### config.mk
export PLATFORM = sky130hd
export DESIGN_NAME = mux2to1_arb_flat
export DESIGN_NICKNAME = d
export VERILOG_FILES = /design/src/rtl/mux2to1_arb_if.sv /design/src/rtl/mux2to1_arb.sv /design/src/flat_wrapper.sv
export SDC_FILE = /design/constraint.sdc
export NUM_CORES = 1
export LEC_CHECK = 0
export CORE_MARGIN = 4
export CORE_UTILIZATION = 42
export CTS_CLUSTER_SIZE = 24
export DETAILED_ROUTE_END_ITERATION = 10
export PLACE_DENSITY = 0.73
export RECOVER_POWER = 100
export SYNTH_ARGS = -nofsm -noshare
export SYNTH_HDL_FRONTEND = slang
export SYNTH_SLANG_ARGS = --single-unit
### constraint.sdc
create_clock -name clk -period 2.1 [get_ports clk]
set_clock_uncertainty 0.2 [all_clocks]
set_input_delay 0.42 -clock clk [delete_from_list [all_inputs] [get_ports clk]]
set_output_delay 0.42 -clock clk [all_outputs]
set_load 0.02 [all_outputs]
### src/rtl/mux2to1_arb_if.sv
// Bus bundle between the two sources and the arbitrated mux.
// master drives requests and data; slave returns grants and the muxed beat.
interface mux2to1_arb_if #(
  parameter int WIDTH = 8
);
  logic             req0;
  logic             req1;
  logic             last;
  logic [WIDTH-1:0] in0;
  logic [WIDTH-1:0] in1;
  logic             gnt0;
  logic             gnt1;
  logic             sel;
  logic [WIDTH-1:0] out;
  logic             valid;

  modport master (
    output req0, req1, last, in0, in1,
    input  gnt0, gnt1, sel, out, valid
  );

  modport slave (
    input  req0, req1, last, in0, in1,
    output gnt0, gnt1, sel, out, valid
  );
endinterface

### src/rtl/mux2to1_arb.sv
// Two-source round-robin arbiter with a registered output mux.
// Grants are held until the owner marks last or drops its request.
module mux2to1_arb #(
  parameter int WIDTH = 8
) (
  input logic          clk,
  input logic          rst,
  mux2to1_arb_if.slave bus
);

  typedef enum logic [1:0] {
    IDLE,
    GNT0,
    GNT1
  } state_t;

  state_t           r_state;
  logic             r_prio;
  logic             r_gnt0;
  logic             r_gnt1;
  logic             r_sel;
  logic             r_valid;
  logic [WIDTH-1:0] r_out;

  assign bus.gnt0  = r_gnt0;
  assign bus.gnt1  = r_gnt1;
  assign bus.sel   = r_sel;
  assign bus.out   = r_out;
  assign bus.valid = r_valid;

  always_ff @(posedge clk or posedge rst) begin
    if (rst) begin
      r_state <= IDLE;
      r_prio  <= 1'b0;
      r_gnt0  <= 1'b0;
      r_gnt1  <= 1'b0;
      r_sel   <= 1'b0;
      r_valid <= 1'b0;
      r_out   <= '0;
    end else begin
      r_valid <= 1'b0;
      unique case (r_state)
        IDLE: begin
          if (bus.req0 && (!bus.req1 || !r_prio)) begin
            r_state <= GNT0;
            r_gnt0  <= 1'b1;
            r_gnt1  <= 1'b0;
            r_sel   <= 1'b0;
          end else if (bus.req1) begin
            r_state <= GNT1;
            r_gnt0  <= 1'b0;
            r_gnt1  <= 1'b1;
            r_sel   <= 1'b1;
          end
        end
        GNT0: begin
          if (bus.req0) begin
            r_out   <= bus.in0;
            r_valid <= 1'b1;
            if (bus.last) begin
              r_prio <= 1'b1;
              r_gnt0 <= 1'b0;
              if (bus.req1) begin
                r_state <= GNT1;
                r_gnt1  <= 1'b1;
                r_sel   <= 1'b1;
              end else begin
                r_state <= IDLE;
              end
            end
          end else begin
            // abort: hand priority away so the other side is not starved
            r_prio  <= 1'b1;
            r_gnt0  <= 1'b0;
            r_state <= IDLE;
          end
        end
        GNT1: begin
          if (bus.req1) begin
            r_out   <= bus.in1;
            r_valid <= 1'b1;
            if (bus.last) begin
              r_prio <= 1'b0;
              r_gnt1 <= 1'b0;
              if (bus.req0) begin
                r_state <= GNT0;
                r_gnt0  <= 1'b1;
                r_sel   <= 1'b0;
              end else begin
                r_state <= IDLE;
              end
            end
          end else begin
            r_prio  <= 1'b0;
            r_gnt1  <= 1'b0;
            r_state <= IDLE;
          end
        end
        default: begin
          r_state <= IDLE;
          r_gnt0  <= 1'b0;
          r_gnt1  <= 1'b0;
        end
      endcase
    end
  end

endmodule

### src/flat_wrapper.sv
// flat-port wrapper written by rule: the top's interface ports become plain ports
module mux2to1_arb_flat 
#(
  parameter int WIDTH = 8
)
  (clk, rst, bus_req0, bus_req1, bus_last, bus_in0, bus_in1, bus_gnt0, bus_gnt1, bus_sel, bus_out, bus_valid);
  mux2to1_arb_if #(.WIDTH(WIDTH)) bus_i ();
  input logic clk;
  input logic rst;
  input wire logic [$bits(bus_i.req0)-1:0] bus_req0;
  input wire logic [$bits(bus_i.req1)-1:0] bus_req1;
  input wire logic [$bits(bus_i.last)-1:0] bus_last;
  input wire logic [$bits(bus_i.in0)-1:0] bus_in0;
  input wire logic [$bits(bus_i.in1)-1:0] bus_in1;
  output wire logic [$bits(bus_i.gnt0)-1:0] bus_gnt0;
  output wire logic [$bits(bus_i.gnt1)-1:0] bus_gnt1;
  output wire logic [$bits(bus_i.sel)-1:0] bus_sel;
  output wire logic [$bits(bus_i.out)-1:0] bus_out;
  output wire logic [$bits(bus_i.valid)-1:0] bus_valid;
  assign bus_i.req0 = bus_req0;
  assign bus_i.req1 = bus_req1;
  assign bus_i.last = bus_last;
  assign bus_i.in0 = bus_in0;
  assign bus_i.in1 = bus_in1;
  assign bus_gnt0 = bus_i.gnt0;
  assign bus_gnt1 = bus_i.gnt1;
  assign bus_sel = bus_i.sel;
  assign bus_out = bus_i.out;
  assign bus_valid = bus_i.valid;
  mux2to1_arb #(.WIDTH(WIDTH)) u_core (.clk(clk), .rst(rst), .bus(bus_i));
endmodule
==> results of run 1 <==
## worst max-delay path by stage
stage          slack (ps)           endpoint
3_3_place_gp          110  u_core.bus.out[2]
4_1_cts               180  u_core.bus.out[2]
6_report              160         bus_out[5]
3_5_place_dp           70  u_core.bus.out[6]
5_1_grt                20  u_core.bus.out[0]
2_1_floorplan         420  u_core.bus.out[4]
## final cells by class
class	count	area share (%)
Clock buffer	4	2.03
Inverter	4	1.16
Multi-Input combinational cell	71	36.6
Sequential cell	15	29.0
Tap cell	27	2.61
Timing Repair Buffer	37	28.6
## state kept, by name (all words and copies together) (netlist names)
register / cells
u_core.bus.out: 8
u_core.r_prio: 1
u_core.bus.gnt1: 1
u_core.r_state: 2
u_core.bus.valid: 1
u_core.bus.sel: 1
u_core.bus.gnt0: 1
## placed cells by master (no fill, tap or decap), drive strengths merged
cell	n
a221oi	1
nand2b	1
ha	5
mux2i	9
a31oi	2
a22oi	2
and2b	1
dlygate4sd3	13
nand4	1
dfrtp	15
nand2	9
inv	4
nor2	10
a21oi	18
clkdlybuf4s50	19
o41ai	1
a32oi	1
or2	1
o2bb2ai	2
nor2b	3
clkbuf	4
buf	5
o31ai	1
o21ai	3
## kinds of logic after synthesis
group           Yosys count  synth area share (%)
flops                    15                  39.9
simple gates             26                  13.4
fa+ha+maj                 5                  6.65
mux                       9                  9.57
buf+inv                  10                  7.58
compound gates           31                  22.9
## power groups by stage
stage	Combinational, W	Clock, W	Sequential (W)
2_1_floorplan	0.000646	0	0.000636
3_3_place_gp	0.00114	0	0.000510
3_5_place_dp	0.00116	0	0.000507
4_1_cts	0.00117	0.000170	0.000507
5_1_grt	0.00122	0.000183	0.000519
6_report	0.00109	0.000160	0.000499
## synthesized netlist by cell type
master / number / area share [%]
inv_1: 4 / 1.6
nor2b_1: 3 / 2.0
and2b_4: 1 / 1.1
a22oi_2: 1 / 1.3
a221oi_1: 1 / 0.93
dfrtp_1: 15 / 40
buf_6: 3 / 3.6
a22oi_1: 1 / 0.80
o21ai_0: 3 / 1.6
a32oi_1: 1 / 0.93
o31ai_1: 1 / 0.80
a31oi_1: 2 / 1.3
nand4_1: 1 / 0.67
o2bb2ai_1: 2 / 1.9
nand2_1: 9 / 3.6
a21oi_1: 15 / 8.0
or2_2: 1 / 0.67
ha_1: 5 / 6.6
a21oi_4: 1 / 1.7
buf_4: 3 / 2.4
nand2b_4: 1 / 1.5
mux2i_1: 9 / 9.6
o41ai_2: 1 / 1.7
a21oi_2: 2 / 1.9
nor2_1: 10 / 4.0
## metrics by stage
stage	utilization, %	cell area (um2)	instances	hold WS, ps	power (W)
4_1_cts	64.4	1320	158	302	0.00185
3_5_place_dp	63.1	1290	154	309	0.00167
2_1_floorplan	-	941	96	121	0.00128
3_3_place_gp	63.1	1290	154	286	0.00165
6_report	63.4	1290	158	313	0.00175
5_1_grt	63.4	1290	158	344	0.00192
## metal layers
layer / wire length (um) / share of wire (%) / track usage, %
met3: 149 / 7.5 / 3.26
met4: 35 / 1.8 / 6.25
met5: 0 / 0 / 0
met1: 847 / 43 / 17.7
met2: 952 / 48 / 23.6
==> flow_summary.toml, run 1 <==
[pwr]
pwr_density_cell_nw_per_um2 = 1350
intPower_w = 0.00101
p_comb_share_pct = 62.3
clkPwrFrac_pct = 9.2
ir_drop_mv = 0.754
p_sw_share_pct = 42.2
switchingPower_w = 0.000738
seqPwrFrac_pct = 28.5
p_leak_nw = 0.537

[synth]
netlist_area_um2 = 941
synth_nets = 122
yosysSeqAreaShare_pct = 39.9
yosysWarnings = 0
ys_ff_latch = 15
syn-instance-count = 96
syn_area_per_cell_um2 = 9.80
synth_cell_types = 25

[critical_path]
reg2reg_slack_ps = 190
worstPathCellList = "dlygate4sd3_1"
crit_path_start_kind = "flip-flop"
r2r-start = "u_core.r_state[0]"
max_stage_delay_ps = 660
reg2regPathDepth = 8
path_max_fanout = 2
cp.required_ps = 1480
cp_num_buf_inv = 1
crit_type = "reg2out"
rr_endpoint = "u_core.bus.out[2]"
cp.depth = 1
crit_slowest_cell = "dlygate4sd3_1"
setup.worst_path.start = "u_core.bus.out[5]"
worstSetupEndpointType = "output port"
crit_family = "buffers and inverters"
critPathArrivalTime_ps = 1320

[timing]
hold_violations = 0
fmax_mhz = 514
layout_min_cycle_time_ps = 1940
rsz0062_at_grt = "no"
slew_headroom_pct = 62.9
setup_ws_ps = 155
drv_slew = 0
finalSetupViolCount = 0
worstMarginPinSlew_ps = 557
min_period_over_period_pct = 92.6
fin_setup_tns_ps = 0

[clocking]
cts_tree = "built"
cts_resized = 0
clk_pin_slew_ps = 80
ctsHoldBuffers = 0
cts.sinks = 15
cts_buffers = 3
htree_levels = 1
clock_tree.buffer_depth = 2
cts_setup_buffers = 0
root_buffer = "clkbuf_4"
clock_latency_ps = 270

[worst_hold_path]
hold_class = "reg2reg"
hold_end = "u_core.bus.out[4]"
worstHoldPathCells = 2
hold_start = "u_core.bus.out[4]"

[route]
via_count = 814
drc_errors = 0
first_pass_iters = 4
wl_per_cell_um = 12.6
first_iter_violations = 22
ant_nets = 0
vias_per_cell = 5.15
wl_um = 1980

[layout]
diodes = 0
layout-drive-gt1-share_pct = 9.92
syn2layout_area_growth_pct = 37.6
fillers = 183
area.sequential_um2 = 375
nets = 158
multi_input_area_um2 = 474

[floorplan]
fp-row-count = 16
initial_core_util_pct = 46.1
die_y_um = 55.3
floorplan.die_area_um2 = 3060
ioPinCount = 33
core_area_um2 = 2040
die_w_um = 55.3

[global_route]
grt-ovfl-total = 0
grt_max_degree = 17
antenna_found_initial = 0
grt_pass1_vias = 813
grt_pass1_wl_um = 3550
grtUsageTotal_pct = 14.3

[placement]
dp_hpwl_um = 1570
globalplace.congestion = 0.835
portBuffers = 32
pre_cts_slack_ps = 69.4

[run]
cap_violations = 0

[status]
outcome = "complete, no violations"
(Power assumes the default switching activity.)
==> run 2, diff against run 1 <==
- CELL_PAD_IN_SITES_DETAIL_PLACEMENT: not set -> 2
- CELL_PAD_IN_SITES_GLOBAL_PLACEMENT: not set -> 2
- CORE_UTILIZATION: 42 -> 26
- PLACE_DENSITY: 0.73 -> 0.76
==> run 2 against run 1 <==
  * Utilization fell by 24 points
  * Power rose by 5.7%
  * First-iteration DRC count rose by 23%
  * Wire length rose by 39%
  * Non-clock buffer count rose by 3
  * Sequential power rose by 1%
  * Worst hold slack improved by 12 ps
  * Cell area rose by 4.5%
  * Count of clock-buffer cells in the layout fell by 1
  * Critical path depth did not move
==> flow_summary.toml, run 2 (synthesized netlist as in run 1, its figures left out) <==
[critical_path]
crit_slowest_cell = "dlygate4sd3_1"
worstPathCellList = "dlygate4sd3_1"
max_stage_delay_ps = 660
worstSetupEndpointType = "output port"
crit_family = "buffers and inverters"
cp.required_ps = 1480
crit_type = "reg2out"
critPathArrivalTime_ps = 1360
cp_num_buf_inv = 1
path_max_fanout = 2
crit_path_start_kind = "flip-flop"

[clocking]
ctsHoldBuffers = 0
htree_levels = 1
clk_pin_slew_ps = 110
cts.sinks = 15
root_buffer = "clkbuf_4"
cts_tree = "built"
cts_buffers = 3
clock_tree.buffer_depth = 2
cts_resized = 0
cts_setup_buffers = 0
clock_latency_ps = 290

[timing]
slew_headroom_pct = 42.1
hold_violations = 0
min_period_over_period_pct = 94.2
whs_ps = 325
fmax_mhz = 505
finalSetupViolCount = 0
fin_setup_tns_ps = 0
worstMarginPinSlew_ps = 868
rsz0062_at_grt = "no"
layout_min_cycle_time_ps = 1980
drv_slew = 0

[placement]
globalplace.congestion = 0.866
portBuffers = 32
dpl.cell_count = 176
dp_hpwl_um = 2240

[global_route]
grt-ovfl-total = 0
antenna_found_initial = 0
grtUsageTotal_pct = 13.5
grt_max_degree = 17
grt_pass1_wl_um = 4720
grt_pass1_vias = 1004

[route]
wl_per_cell_um = 15.3
wl_um = 2750
ant_nets = 0
drc_errors = 0
first_pass_iters = 4
vias_per_cell = 4.79
first_iter_violations = 27
via_count = 862

[pwr]
pwr_density_cell_nw_per_um2 = 1370
p_leak_nw = 0.558
ir_drop_mv = 0.481

[worst_hold_path]
hold_class = "reg2reg"

[floorplan]
ioPinCount = 33
fp-row-count = 21
floorplan.die_area_um2 = 4650
die_w_um = 68.2
die_y_um = 68.2
core_area_um2 = 3420
initial_core_util_pct = 27.5

[status]
outcome = "complete, no violations"

[layout]
syn2layout_area_growth_pct = 43.9
layout_common_cells = "clkdlybuf4s50_1, a21oi_1, dfrtp_1"
diodes = 0
final_common_cell = "clkdlybuf4s50_1"
final_cells = 180
nets = 161
layout-drive-gt1-share_pct = 13.4
largest_register_ffs = 8

[run]
cap_violations = 0
==> run 2: cell type report <==
class | instances | area (um2)
sequential | 15 | 375
fill | 394 | 2060
multi-input combinational | 71 | 489
timing repair buffer | 40 | 389
inverter | 4 | 15.0
tap | 46 | 57.6
clock inverter | 1 | 5.00
clock buffer | 3 | 22.5
==> run 2: routing by layer <==
metal | vias up | wire length (um) | track usage [%]
met2 | 27 | 1430 | 24.4
met5 | - | 0 | 0
li1 | 414 | - | -
met3 | 4 | 162 | 3.61
met1 | 417 | 1130 | 15.1
met4 | 0 | 25 | 4.96
==> run 2: stage by stage <==
stage,utilization (%),setup WS [ps],instance area [um2],power (W)
floorplan,-,422,941,0.00128
global placement,39.1,138,1340,0.00169
detailed placement,39.1,64.1,1340,0.00175
CTS,39.9,167,1360,0.00194
global route,39.6,51.6,1350,0.00202
finish,39.6,121,1350,0.00185
==> run 2: final timing paths <==
path,start,endpoint,slack (ps),depth (start not counted)
worst max-delay path,u_core.bus.out[3],bus_out[3],120,1
worst min-delay path,u_core.bus.out[4],u_core.bus.out[4],330,2
worst max register to register,u_core.r_state[0],u_core.r_state[0],210,6
worst min register to register,u_core.bus.out[4],u_core.bus.out[4],330,2
max in group asynchronous,rst,u_core.bus.out[0],560,3
min in group asynchronous,rst,u_core.bus.out[3],600,3
==> run 2: power breakdown <==
group | internal (W) | leakage, nW | switching, W
combinational | 0.000531 | 0.366 | 0.000636
sequential | 0.000425 | 0.175 | 0.0000799
clock | 0.0000709 | 0.0177 | 0.000105
==> run 3, diff against run 2 <==
- SETUP_SLACK_MARGIN: not set -> 0.02
- TNS_END_PERCENT: not set -> 5
==> results of run 3 <==
Final layout, timing and power as in run 2 (identical DEF).
